[src/rtl/pipe_hazard_unit.sv]
// pipe_hazard_unit
//   Tracks the destinations of the instructions downstream of decode and
//   decides, for each decode-stage source operand, whether to read the
//   register file or forward from stage k. A load that is too young to
//   forward stalls decode. A taken branch flushes decode and fetch for
//   FLUSH_DEPTH cycles, and the flush overrides any stall.
//
//   Optional build macro HAZARD_PERF_EN adds saturating 16-bit stall and
//   flush cycle counters (stall_cnt, flush_cnt).
module pipe_hazard_unit #(
   parameter int NUM_FWD_STAGES = 2,
   parameter int LOAD_LAT       = 1,
   parameter int FLUSH_DEPTH    = 1,
   parameter int RADDR_W        = 5
) (
   input  logic               clk,
   input  logic               reset,
   input  logic               id_valid,
   input  logic [RADDR_W-1:0] id_rs1,
   input  logic [RADDR_W-1:0] id_rs2,
   input  logic               id_use_rs1,
   input  logic               id_use_rs2,
   input  logic [RADDR_W-1:0] id_rd,
   input  logic               id_reg_wr,
   input  logic               id_is_load,
   input  logic               br_taken,
   output logic [1:0]         fwd_a,
   output logic [1:0]         fwd_b,
   output logic               stall,
   output logic               flush
`ifdef HAZARD_PERF_EN
   ,
   output logic [15:0]        stall_cnt,
   output logic [15:0]        flush_cnt
`endif
);

   localparam logic [0:0] ST_IDLE  = 1'b0;
   localparam logic [0:0] ST_FLUSH = 1'b1;

   localparam logic [1:0] FLUSH_RELOAD = 2'(FLUSH_DEPTH - 1);

   // Shadow pipe, index 1 is the instruction that just left decode.
   logic               sh_vld [1:NUM_FWD_STAGES];
   logic               sh_wr  [1:NUM_FWD_STAGES];
   logic               sh_ld  [1:NUM_FWD_STAGES];
   logic [RADDR_W-1:0] sh_rd  [1:NUM_FWD_STAGES];

   logic [0:0] state;
   logic [1:0] cnt;

   logic [1:0] sel_a;
   logic [1:0] sel_b;
   logic       haz_a;
   logic       haz_b;

   // Youngest-match search per operand; scanning oldest to youngest lets the
   // youngest match overwrite older ones. A match on a load still inside its
   // latency window becomes a hazard instead of a forward.
   always_comb begin
      sel_a = 2'd0;
      sel_b = 2'd0;
      haz_a = 1'b0;
      haz_b = 1'b0;
      for (int k = NUM_FWD_STAGES; k >= 1; k--) begin
         if (id_use_rs1 && sh_vld[k] && sh_wr[k] &&
             (sh_rd[k] != '0) && (sh_rd[k] == id_rs1)) begin
            sel_a = 2'(k);
            haz_a = sh_ld[k] && (k <= LOAD_LAT);
         end
         if (id_use_rs2 && sh_vld[k] && sh_wr[k] &&
             (sh_rd[k] != '0) && (sh_rd[k] == id_rs2)) begin
            sel_b = 2'(k);
            haz_b = sh_ld[k] && (k <= LOAD_LAT);
         end
      end
   end

   // Output decode: a flush wins over a stall, and reset forces everything
   // quiet even while br_taken is high.
   always_comb begin
      flush = reset && ((state == ST_FLUSH) || br_taken);
      stall = (haz_a || haz_b) && !flush;
      fwd_a = haz_a ? 2'd0 : sel_a;
      fwd_b = haz_b ? 2'd0 : sel_b;
   end

   // Shadow pipe control bits: shift every cycle, bubble on stall/flush/idle.
   always_ff @(posedge clk or negedge reset) begin
      if (!reset) begin
         for (int k = 1; k <= NUM_FWD_STAGES; k++) begin
            sh_vld[k] <= 1'b0;
            sh_wr[k]  <= 1'b0;
            sh_ld[k]  <= 1'b0;
         end
      end else begin
         sh_vld[1] <= id_valid && !stall && !flush;
         sh_wr[1]  <= id_reg_wr;
         sh_ld[1]  <= id_is_load;
         for (int k = 2; k <= NUM_FWD_STAGES; k++) begin
            sh_vld[k] <= sh_vld[k-1];
            sh_wr[k]  <= sh_wr[k-1];
            sh_ld[k]  <= sh_ld[k-1];
         end
      end
   end

   // Shadow pipe destination addresses; only meaningful when valid is set.
   always_ff @(posedge clk) begin
      sh_rd[1] <= id_rd;
      for (int k = 2; k <= NUM_FWD_STAGES; k++) begin
         sh_rd[k] <= sh_rd[k-1];
      end
   end

   // Flush window FSM: cnt holds the flush cycles still owed after this one.
   always_ff @(posedge clk or negedge reset) begin
      if (!reset) begin
         state <= ST_IDLE;
         cnt   <= 2'd0;
      end else begin
         case (state)
            ST_IDLE: begin
               if (br_taken && (FLUSH_DEPTH > 1)) begin
                  state <= ST_FLUSH;
                  cnt   <= FLUSH_RELOAD;
               end
            end
            default: begin
               if (br_taken) begin
                  cnt <= FLUSH_RELOAD;
               end else if (cnt <= 2'd1) begin
                  state <= ST_IDLE;
                  cnt   <= 2'd0;
               end else begin
                  cnt <= cnt - 2'd1;
               end
            end
         endcase
      end
   end

`ifdef HAZARD_PERF_EN
   logic [15:0] stall_cnt_q;
   logic [15:0] flush_cnt_q;

   // Saturating counts of stall and flush cycles.
   always_ff @(posedge clk or negedge reset) begin
      if (!reset) begin
         stall_cnt_q <= 16'd0;
         flush_cnt_q <= 16'd0;
      end else begin
         if (stall && (stall_cnt_q != 16'hFFFF)) begin
            stall_cnt_q <= stall_cnt_q + 16'd1;
         end
         if (flush && (flush_cnt_q != 16'hFFFF)) begin
            flush_cnt_q <= flush_cnt_q + 16'd1;
         end
      end
   end

   assign stall_cnt = stall_cnt_q;
   assign flush_cnt = flush_cnt_q;
`endif

endmodule
[config.mk]
export PLATFORM = sky130hd
export DESIGN_NAME = pipe_hazard_unit
export DESIGN_NICKNAME = d
export VERILOG_FILES = /design/src/rtl/pipe_hazard_unit.sv
export SDC_FILE = /design/constraint.sdc
export NUM_CORES = 1
export LEC_CHECK = 0
export BUFFER_PORTS_ARGS = -buffer_cell sky130_fd_sc_hd__buf_2
export CAP_MARGIN = 5
export CORE_UTILIZATION = 53
export CTS_BUF_LIST = sky130_fd_sc_hd__clkbuf_8
export CTS_CLUSTER_DIAMETER = 120
export DETAILED_ROUTE_END_ITERATION = 6
export GPL_TIMING_DRIVEN = 0
export MAX_ROUTING_LAYER = met4
export PLACE_DENSITY_LB_ADDON = 0.05
export SKIP_LAST_GASP = 1
export SLEW_MARGIN = 20
export SYNTH_ARGS = -nofsm -noshare
export SYNTH_HDL_FRONTEND = slang
export SYNTH_SLANG_ARGS = --single-unit
[constraint.sdc]
create_clock -name clk -period 2.9 [get_ports clk]
set_clock_uncertainty 0.05 [all_clocks]
set_input_delay 0.29 -clock clk [delete_from_list [all_inputs] [get_ports clk]]
set_output_delay 0.29 -clock clk [all_outputs]
set_load 0.01 [all_outputs]
# == Yosys cells after proc, flatten, opt, wreduce, memory -nomap -nowiden ==
# Memory sizes are Yosys's and may differ from the RTL's.
# Cells that the tools add are included.
# word_totals
elab_cells,53
output_inout_bits,6
mem_bits_rw,10
regBits,8
romBits,0
in_bits,23
latch_bits,0
n_memories,1
# mem_list
memory,depth,word_bits,read_ports,rd_clocked_by_memory_dff,wr,line,rtl
sh_rd,2,5,2,0,2,47,logic [RADDR_W-1:0] sh_rd [1:NUM_FWD_STAGES];
# classes
magnitude_cmp,1
add_sub_neg,1
n_eq_ne,4
n_mux,13
reduce_logical,26
multipliers,0
shifts,0
div,0
n_bitwise,0
# op_table
operator,count
== test 5 bit,4
logical AND 1 bit,20
two-way mux 2 bit,8
nonzero test 5 bit,2
two-way mux 1 bit,5
"less-or-equal comparator 2 x 1 -> 1 bit, second input constant",1
logical NOT 1 bit,2
logical OR 1 bit,2
"subtractor 2 x 1 -> 2 bit, second input constant",1

# == Logic depth before layout (Yosys ltp) ==
# Gate-level depths: netlist (run 1).
# depth
word_depth,10
depth_mapped,4
depth_no_buf,4

# == Worst setup path after synthesis (run 1) ==
# Ideal clock, no wire load.
# synth_timing
path_type,reg2out
from,memory sh_rd[1][1]
to,output fwd_b[1]
setup_slack_ns,1.131
n_path_buf,0
t_arrival_ns,1.429
t_required_ns,2.560
stages_incl_launch_ff,5
path_cell_list,dfxtp_1 -> or4_1 -> nor2_2 -> or4_4 -> nor3b_1
# synth_rtl
element,line,rtl
from (decl),47,
to (decl),28,"output logic [1:0] fwd_b,"

==> results of run 1 <==
==> layout by cell type (no fill, tap or decap) <==
cell,n
buf_2,28
xnor2_1,12
dfxtp_1,10
xor2_1,8
dfrtp_1,8
nand2_1,5
clkbuf_8,4
nor2_1,3
nor3b_1,3
or4_1,2
nand4_1,2
or4_4,2
nor4_1,2
nand3_1,2
nor2_2,1
o21ai_0,1
inv_1,1
a21oi_1,1
o211ai_1,1
o22ai_1,1
a31oi_1,1
o21a_1,1
mux2_2,1
nand2b_1,1
a21boi_0,1
dlygate4sd3_1,1
==> metrics by stage <==
step	power, mW	cell area (sq um)	instances
floorplan	0.304	773	70
global placement	0.331	932	113
detailed placement	0.334	932	113
CTS	0.531	997	118
global route	0.548	997	118
finish	0.524	997	118
==> cells by family after synthesis <==
group	count (synthesis)
flops	18
buf+inv	1
xor+xnor	20
mux	1
compound gates	7
simple gates	23
==> layer usage <==
layer  track usage [%]  vias up
li1                  -      308
met4              12.5        0
met1              25.2      265
met2              36.7       15
met3              3.33        2
met5                 -        -
==> worst min-delay path by stage <==
stage	startpoint	end	slack, ns	cells after the start
final	id_rd[0]	sh_rd[1][0]	0.09	1
after CTS	id_rd[0]	sh_rd[1][0]	0.08	1
after global routing	id_rd[4]	sh_rd[1][4]	0.08	1
after global placement	reset	sh_ld[1]	0.09	1
after floorplan	reset	cnt[0]	-0.06	0
after detailed placement	reset	sh_ld[1]	0.09	1
==> cell usage after synthesis (all sizes together) <==
| master | n |
|---|---|
| dfxtp | 10 |
| a21oi | 1 |
| nand4 | 2 |
| dfrtp | 8 |
| o211ai | 1 |
| inv | 1 |
| mux2 | 1 |
| nor3b | 3 |
| nand2b | 1 |
| o21ai | 1 |
| nor4 | 2 |
| o21a | 1 |
| nand3 | 2 |
| a31oi | 1 |
| nor2 | 4 |
| a21boi | 1 |
| nand2 | 5 |
| xor2 | 8 |
| xnor2 | 12 |
| o22ai | 1 |
| or4 | 4 |
==> layout make-up <==
cell class              count  area (sq um)
well taps                  15          18.8
clock buffers               4          55.1
repair buffers             29           150
flip-flops and latches     18           400
multi-input cells          51           369
inverters                   1          3.75
fillers                   102           337
==> power breakdown <==
part	internal [mW]	total, mW	switching [mW]
Clock	0.120	0.194	0.0738
Sequential	0.261	0.272	0.0112
Combinational	0.0315	0.0581	0.0265
==> registers in the layout, summed over array words and instances, names as in the netlist <==
signal	cells
sh_rd	10
cnt	2
sh_vld	2
sh_wr	2
sh_ld	1
state	1
==> repair_timing <==
item                       4_1_cts  5_1_grt
setup buffers                    0        0
hold buffers                     1        0
hold endpoints to repair         8        0
setup endpoints to repair        0        0
==> metrics, run 1 <==
post-route setup slack just under 0.8 ns; Crit path required time ~2.6 ns; Crit Path Class register to output pin; DRC errors left 0; Max Freq around 470 MHz; max-slew violations 0; Hold Path Class input pin to register; PostCTS Resize Cnt 0; Ys Warns 0; hold slack 0.0910 ns; 1st-iter DRT viols 6; worst path buffer plus inverter count 1; CTS sink count 18; ANT cells 0; met1 wire length about 660 um; Remaining Overflow, GRT 0; CTS tree yes; Max VDD drop 451 uV; RSZ-0062 raised after global routing no; Post-Synth Adder-Cell Area 0%; Syn Inst Count 70; chip width around 40 um; setup violators final 0; die outline height between 40 and 50 um; Mapped Area 773 sq um; GP Congestion 0.768; Vias/cell 5.00; worst reg2reg path endpoint sh_vld[1]; I/O Buffers 28; R2R cell count 4; routed length on met2 ~740 um; initial core utilization between 50 and 60%; compound-gate portion of the synthesized area 5.83%; critical path depth in cells 5; CP startpoint sh_rd[1][1]; Max Root-Sink Buffers 2; top area cells in the synthesized netlist dfrtp_1 26%, dfxtp_1 26%, xnor2_1 14%; Synth-to-Final Area Change 29.0%; Core Box Area approximately 1300 sq um; reg-to-reg slack, setup ~1.4 ns; Final min period around 2.1 ns; status completed; DP Wirelength around 1200 um; Worst Setup End Kind output pin; I/O Pins 29; wire length on met3 around 46 um; Synth Area in XOR/XNOR 22.7%; largest family of logic cells by synthesized area XOR/XNOR gates; net count after synthesis 93; Top delay family on crit path simple AND/OR/NAND/NOR gates; die area about 1600 sq um; Setup TNS Final 0 ns; antenna viol nets, final 0; pin count of the biggest net entering global routing 11; latest clock arrival within the worst-skew pair 0.24 ns; syn avg cell area about 11 sq um; worst r2r src sh_rd[1][1]; CTS root buf clkbuf_8; CTS H-tree lvls 1; crit path cell chain or4_1 -> nor2_2 -> or4_4 -> nor3b_1 -> buf_2; CP max-delay cell or4_1; CP endpoint fwd_a[1]; initial antenna violation count 0; area leader, netlist dfrtp_1; CTS Buf Count 3; Final Hold Viols 0; GRT Util Overall about 22%; Via Count 590; layout cells sized above 1 35.0%; fin util roughly 75%; Nets approximately 130; Synth cell types 23; crit start category register; row count 13; mux share of post-synthesis cell area roughly 1.5%; DRT Pass-1 Iters 4; Max FO, Critical Path 4; Seq/Total Area, Yosys approximately 52%; Simple-Gate Fraction of Synth Area between 15 and 20%; vias in the first global route between 500 and 600; first-pass GRT wire length ~2100 um; clock-pin slew on the worst setup and hold paths approximately 0.06 ns; area share of the largest cell type after synthesis between 20 and 30%; static leakage ~0.45 nW; CP arrival around 1.8 ns; period utilization 73.3%; post-synthesis register bit count 18; Rel. slew slack 74.2%; total wire length between 1000 and 1500 um; # Max-Cap Violations 0; DR WL/cell roughly 12 um; worst-margin pin slew 0.383 ns; pwr dens around 530 nW/um^2; dpl ws between 1 and 1.5 ns; max layer used met4; slowest stage delay, CP ~0.55 ns
No activity file was read; power rests on OpenSTA's default activity.
==> inputs of run 2 (changes only) <==
--- a/config.mk
+++ b/config.mk
@@ -7,7 +7,7 @@
 export LEC_CHECK = 0
 export BUFFER_PORTS_ARGS = -buffer_cell sky130_fd_sc_hd__buf_2
 export CAP_MARGIN = 5
-export CORE_UTILIZATION = 53
+export CORE_UTILIZATION = 49
 export CTS_BUF_LIST = sky130_fd_sc_hd__clkbuf_8
 export CTS_CLUSTER_DIAMETER = 120
 export DETAILED_ROUTE_END_ITERATION = 6
==> constraint.sdc (replaced) <==
create_clock -name clk -period 2.09 [get_ports clk]
set_clock_uncertainty 0.05 [all_clocks]
set_input_delay 0.209 -clock clk [delete_from_list [all_inputs] [get_ports clk]]
set_output_delay 0.209 -clock clk [all_outputs]
set_load 0.01 [all_outputs]
==> run 2 against run 1 <==
Net effect: routed wire length grew 15%; combinational power up 66%; die area rose by 7.8%; non-clock buffer count grew 4; global-route usage is 1.6 points lower; critical path depth unchanged; worst hold slack worse by 0.085 ns; critical path type unchanged; critical endpoint unchanged; largest cell class is now multi-input gates.
==> metrics, run 2 (synthesized netlist as in run 1, its figures left out) <==
most common cell after layout, fill and taps aside buf_2; worst path buffer plus inverter count 1; commonest non-fill, non-tap cells in the layout 28 x buf_2, 8 x xor2_1, 8 x dfrtp_1; logic gate share of total power between 10% and 20%; Psw ~170 uW; HP Start id_rd[3]; Crit Path Class register to output pin; CP arrival between 1.5 and 2 ns; Worst Setup End Kind output pin; slowest stage delay, CP ~0.5 ns; CTS sink count 18; DR WL/cell roughly 14 um; Clk pwr share 36.3%; worst r2r src sh_rd[1][1]; I/O Pins 29; antenna viol nets, final 0; hold slack between 0.006 and 0.007 ns; Via Count ~640; 1st-iter DRT viols 9; Synth-to-Final Area Change 43.2%; Core Box Area approximately 1400 sq um; critical path depth in cells 5; static leakage 0.512 nW; initial core utilization a little under three fifths; setup violators final 0; chip width roughly 42 um; CTS Buf Count 3; hold path depth 1; DRT Pass-1 Iters 4; Hold EP sh_rd[1][3]; row count 13; Vias/cell roughly 5.2; met1 wire length about 680 um; I/O Buffers 28; CTS H-tree lvls 1; ANT cells 0; die outline height between 40 and 50 um; CTS tree yes; Top delay family on crit path simple AND/OR/NAND/NOR gates; crit path cell chain xnor2_1 -> nand4_1 -> or4_4 -> nor3b_2 -> buf_2; Hold Path Class input pin to register; clock-pin slew on the worst setup and hold paths ~0.06 ns; pin count of the biggest net entering global routing 11; Crit path required time about 1.8 ns; CTS root buf clkbuf_8; Final Hold Viols 0; Largest register FFs 10; # Max-Cap Violations 0; DRC errors left 0; Max Root-Sink Buffers 2; max layer used met4; Reg with most FFs sh_rd; routed length on met2 just under 900 um; layout cells sized above 1 a little under half; Max VDD drop 913 uV; GRT Util Overall around a fifth; initial antenna violation count 0; switching share of power 22.0%; R2R cell count 5; worst reg2reg path endpoint sh_vld[1]; CP max-delay cell or4_4; reg-to-reg slack, setup around 0.6 ns; latest clock arrival within the worst-skew pair 0.25 ns; pwr dens ~680 nW/um^2; Max FO, Critical Path 4; Rel. slew slack between 70% and 80%; DP Wirelength about 1200 um; total wire length 1680 um; GP Congestion 0.812; P_int 585 uW; Max Freq 491 MHz; wire length on met3 roughly 83 um; crit start category register; vias in the first global route between 500 and 600; worst-margin pin slew around 0.34 ns; Final min period between 2 and 2.5 ns; max-slew violations 0; Remaining Overflow, GRT 0; CP startpoint sh_rd[1][0]; first-pass GRT wire length roughly 2500 um; Nets about 130; fin util between 80% and 90%; die area roughly 1700 sq um; period utilization between 90% and 100%; status completed; Flop pwr share about half
-- run 2: how the worst max path moves through the flow --
stage	endpoint	slack, ns
after floorplan	fwd_b[1]	0.40
after global placement	fwd_b[1]	0.34
after detailed placement	fwd_a[1]	0.28
after CTS	fwd_b[1]	0.03
after global routing	fwd_a[1]	-0.03
final	fwd_a[1]	0.05
-- run 2: power by group through the flow --
stage | combinational (mW) | sequential [mW] | clock [mW]
6_report | 0.0965 | 0.381 | 0.272
5_1_grt | 0.106 | 0.382 | 0.293
4_1_cts | 0.0813 | 0.377 | 0.279
3_5_place_dp | 0.0784 | 0.385 | 0
3_3_place_gp | 0.0757 | 0.384 | 0
2_1_floorplan | 0.0421 | 0.380 | 0
-- run 2: metrics by stage --
stage / instances / TNS [ns] / worst slack, ns / total power [mW] / cell area (sq um)
6_report: 122 / 0 / 0.0518 / 0.750 / 1110
5_1_grt: 122 / -0.0445 / -0.0272 / 0.781 / 1110
4_1_cts: 119 / 0 / 0.0288 / 0.738 / 1010
3_5_place_dp: 113 / 0 / 0.279 / 0.463 / 932
3_3_place_gp: 113 / 0 / 0.339 / 0.460 / 932
2_1_floorplan: 70 / 0 / 0.402 / 0.422 / 773
-- run 2: final cells by class --
class / instances / area, sq um
Multi-Input combinational cell: 51 / 433
Sequential cell: 18 / 409
Fill cell: 84 / 275
Timing Repair Buffer: 33 / 188
Clock buffer: 4 / 55.1
Tap cell: 15 / 18.8
Inverter: 1 / 3.75
-- run 2: what timing repair did --
item	4_1_cts	5_1_grt
gates cloned	0	0
hold endpoints to repair	8	3
buffers inserted	1	0
gates resized for setup	1	15
setup endpoints to repair	1	3
hold buffers	1	3
pin swaps	1	2
-- run 2: routing by layer --
metal,vias to the layer above,GRT usage [%]
li1,317,-
met1,284,27.0
met2,31,27.8
met3,4,3.91
met4,0,14.2
met5,-,-
==> inputs of run 3 (changes only) <==
--- a/config.mk
+++ b/config.mk
@@ -5,12 +5,13 @@
 export SDC_FILE = /design/constraint.sdc
 export NUM_CORES = 1
 export LEC_CHECK = 0
-export BUFFER_PORTS_ARGS = -buffer_cell sky130_fd_sc_hd__buf_2
 export CAP_MARGIN = 5
-export CORE_UTILIZATION = 49
+export CORE_AREA = 2 2 39 41
 export CTS_BUF_LIST = sky130_fd_sc_hd__clkbuf_8
 export CTS_CLUSTER_DIAMETER = 120
 export DETAILED_ROUTE_END_ITERATION = 6
+export DIE_AREA = 0 0 41 43
+export DONT_BUFFER_PORTS = 1
 export GPL_TIMING_DRIVEN = 0
 export MAX_ROUTING_LAYER = met4
 export PLACE_DENSITY_LB_ADDON = 0.05
==> constraint.sdc (replaced) <==
create_clock -name clk -period 2.3 [get_ports clk]
set_clock_uncertainty 0.05 [all_clocks]
set_input_delay 0.23 -clock clk [delete_from_list [all_inputs] [get_ports clk]]
set_output_delay 0.23 -clock clk [all_outputs]
set_load 0.01 [all_outputs]
==> run 3 against run 2 <==
Net effect: sequential share of layout area rose by 6.6 points; combinational power fell by 42%; power fell by 20%; first-iteration DRC count fell by 78%; cell count fell by 20%; worst setup slack improved by 0.16 ns; global-route usage fell by 1.6 points; via count fell by 17%; core utilization fell by 14 points; count of clock-buffer cells in the layout fell by 1; critical path depth fell by 1.
==> metrics, run 3 (synthesized netlist as in run 1, its figures left out) <==
R2R cell count 4; met1 wire length about 590 um; HP Start id_valid; Synth-to-Final Area Change 18.8%; pin count of the biggest net entering global routing 11; Final min period ~2.1 ns; initial core utilization between 50% and 60%; most common cell after layout, fill and taps aside xnor2_1; dpl ws 0.473 ns; first-pass GRT wire length approximately 2100 um; die outline height about 43 um; layout cells sized above 1 8.54%; Crit Path Class register to output pin; routed length on met2 642 um; Reg with most FFs sh_rd; Crit path required time 2.02 ns; wire length on met3 around 86 um; Max VDD drop 545 uV; # Max-Cap Violations 0; CP arrival roughly 1.8 ns; post-route setup slack roughly 0.21 ns; setup violators final 0; ANT cells 0; worst r2r src sh_rd[1][1]; Final Hold Viols 0; reg-to-reg slack, setup roughly 0.89 ns; crit path cell chain or4_1 -> nor2_2 -> or4_4 -> nor3b_1; CTS tree yes; period utilization between 90% and 100%; Core Box Area 1380 sq um; antenna viol nets, final 0; hold path depth 2; switching share of power between 20 and 25%; Largest register FFs 10; 1st-iter DRT viols 2; Setup TNS Final 0 ns; PostCTS Resize Cnt 0; chip width between 40 and 50 um; DR WL/cell approximately 14 um; CTS sink count 18; max-slew violations 0; clock-pin slew on the worst setup and hold paths roughly 0.060 ns; initial antenna violation count 0; setup bufs post-CTS 0; slowest stage delay, CP ~0.55 ns; Max Root-Sink Buffers 2; DRC errors left 0; Clk pwr share roughly 34%; DRT Pass-1 Iters 2; die area 1760 sq um; Max FO, Critical Path 4; row count 14; commonest non-fill, non-tap cells in the layout 12 x xnor2_1, 10 x dfxtp_1, 8 x xor2_1, 8 x dfrtp_1, 8 x dlygate4sd3_1; Worst Setup End Kind output pin; Hold EP sh_vld[1]; GP Congestion between 0.7 and 0.8; Max Freq 479 MHz; static leakage approximately 0.36 nW; CP max-delay cell or4_1; Hold Path Class input pin to register; P_int between 400 and 500 uW; pwr dens about 660 nW/um^2; Rel. slew slack about three quarters; status completed; CTS H-tree lvls 1; dpl cells 86; Psw between 100 and 150 uW; Nets 106; total wire length roughly 1300 um; DP Wirelength 1030 um; Vias/cell about 5.4; worst-margin pin slew between 0.3 and 0.4 ns; Hold-fix buffers, CTS 8; max layer used met4; FILL cells roughly 120; Remaining Overflow, GRT 0; vias in the first global route about 520; RSZ-0062 raised after global routing no; GRT Util Overall approximately a fifth; CTS Buf Count 3; Via Count 526; I/O Pins 29; crit start category register; latest clock arrival within the worst-skew pair ~0.24 ns; Cell Count, Final, Fillers Out 98; CTS root buf clkbuf_8; worst reg2reg path endpoint sh_vld[1]; Flop pwr share 56.8%; logic gate share of total power 9.3%; I/O Buffers 0
[run 3: power groups by stage]
stage	Clock (mW)	Sequential, mW	Combinational [mW]
after floorplan	0	0.345	0.0383
after global placement	0	0.349	0.0425
after detailed placement	0	0.349	0.0430
after CTS	0.212	0.343	0.0561
after global routing	0.226	0.345	0.0629
final	0.205	0.342	0.0558
[run 3: area by class of cell]
type	count	area, sq um	area share, %
inverter	1	3.75	0.409
multi-input combinational	51	369	40.2
clock inverter	1	3.75	0.409
clock buffer	3	41.3	4.50
timing repair buffer	8	80.1	8.72
tap	16	20.0	2.18
sequential	18	400	43.6
[run 3: worst max-delay path by stage]
stage,endpoint,start
detailed placement,fwd_a[1],sh_rd[1][1]
global route,fwd_b[1],sh_rd[1][1]
global placement,fwd_a[1],sh_rd[1][1]
floorplan,fwd_b[1],sh_rd[1][1]
finish,fwd_a[1],sh_rd[1][1]
CTS,fwd_a[1],sh_rd[1][1]
[run 3: worst max-delay path: cells and delay by family, from the launching register on]
kind	cells	cell delay (ns)
and+or+nand+nor	4	1.22
DFF	1	0.35
[run 3: per-layer routing]
metal / global-route usage [%] / vias up
met2: 26.3 / 16
met3: 2.09 / 2
li1: - / 267
met1: 25.3 / 241
met5: - / -
met4: 12.0 / 0
[run 3: stage by stage]
stage | utilization (%) | hold WS (ns) | instance area (sq um) | power (mW)
2_1_floorplan | - | -0.116 | 773 | 0.384
4_1_cts | 66.4 | 0.0424 | 918 | 0.611
5_1_grt | 66.4 | 0.0478 | 918 | 0.634
3_3_place_gp | 57.3 | -0.115 | 793 | 0.392
3_5_place_dp | 57.3 | -0.115 | 793 | 0.392
6_report | 66.4 | 0.0483 | 918 | 0.603
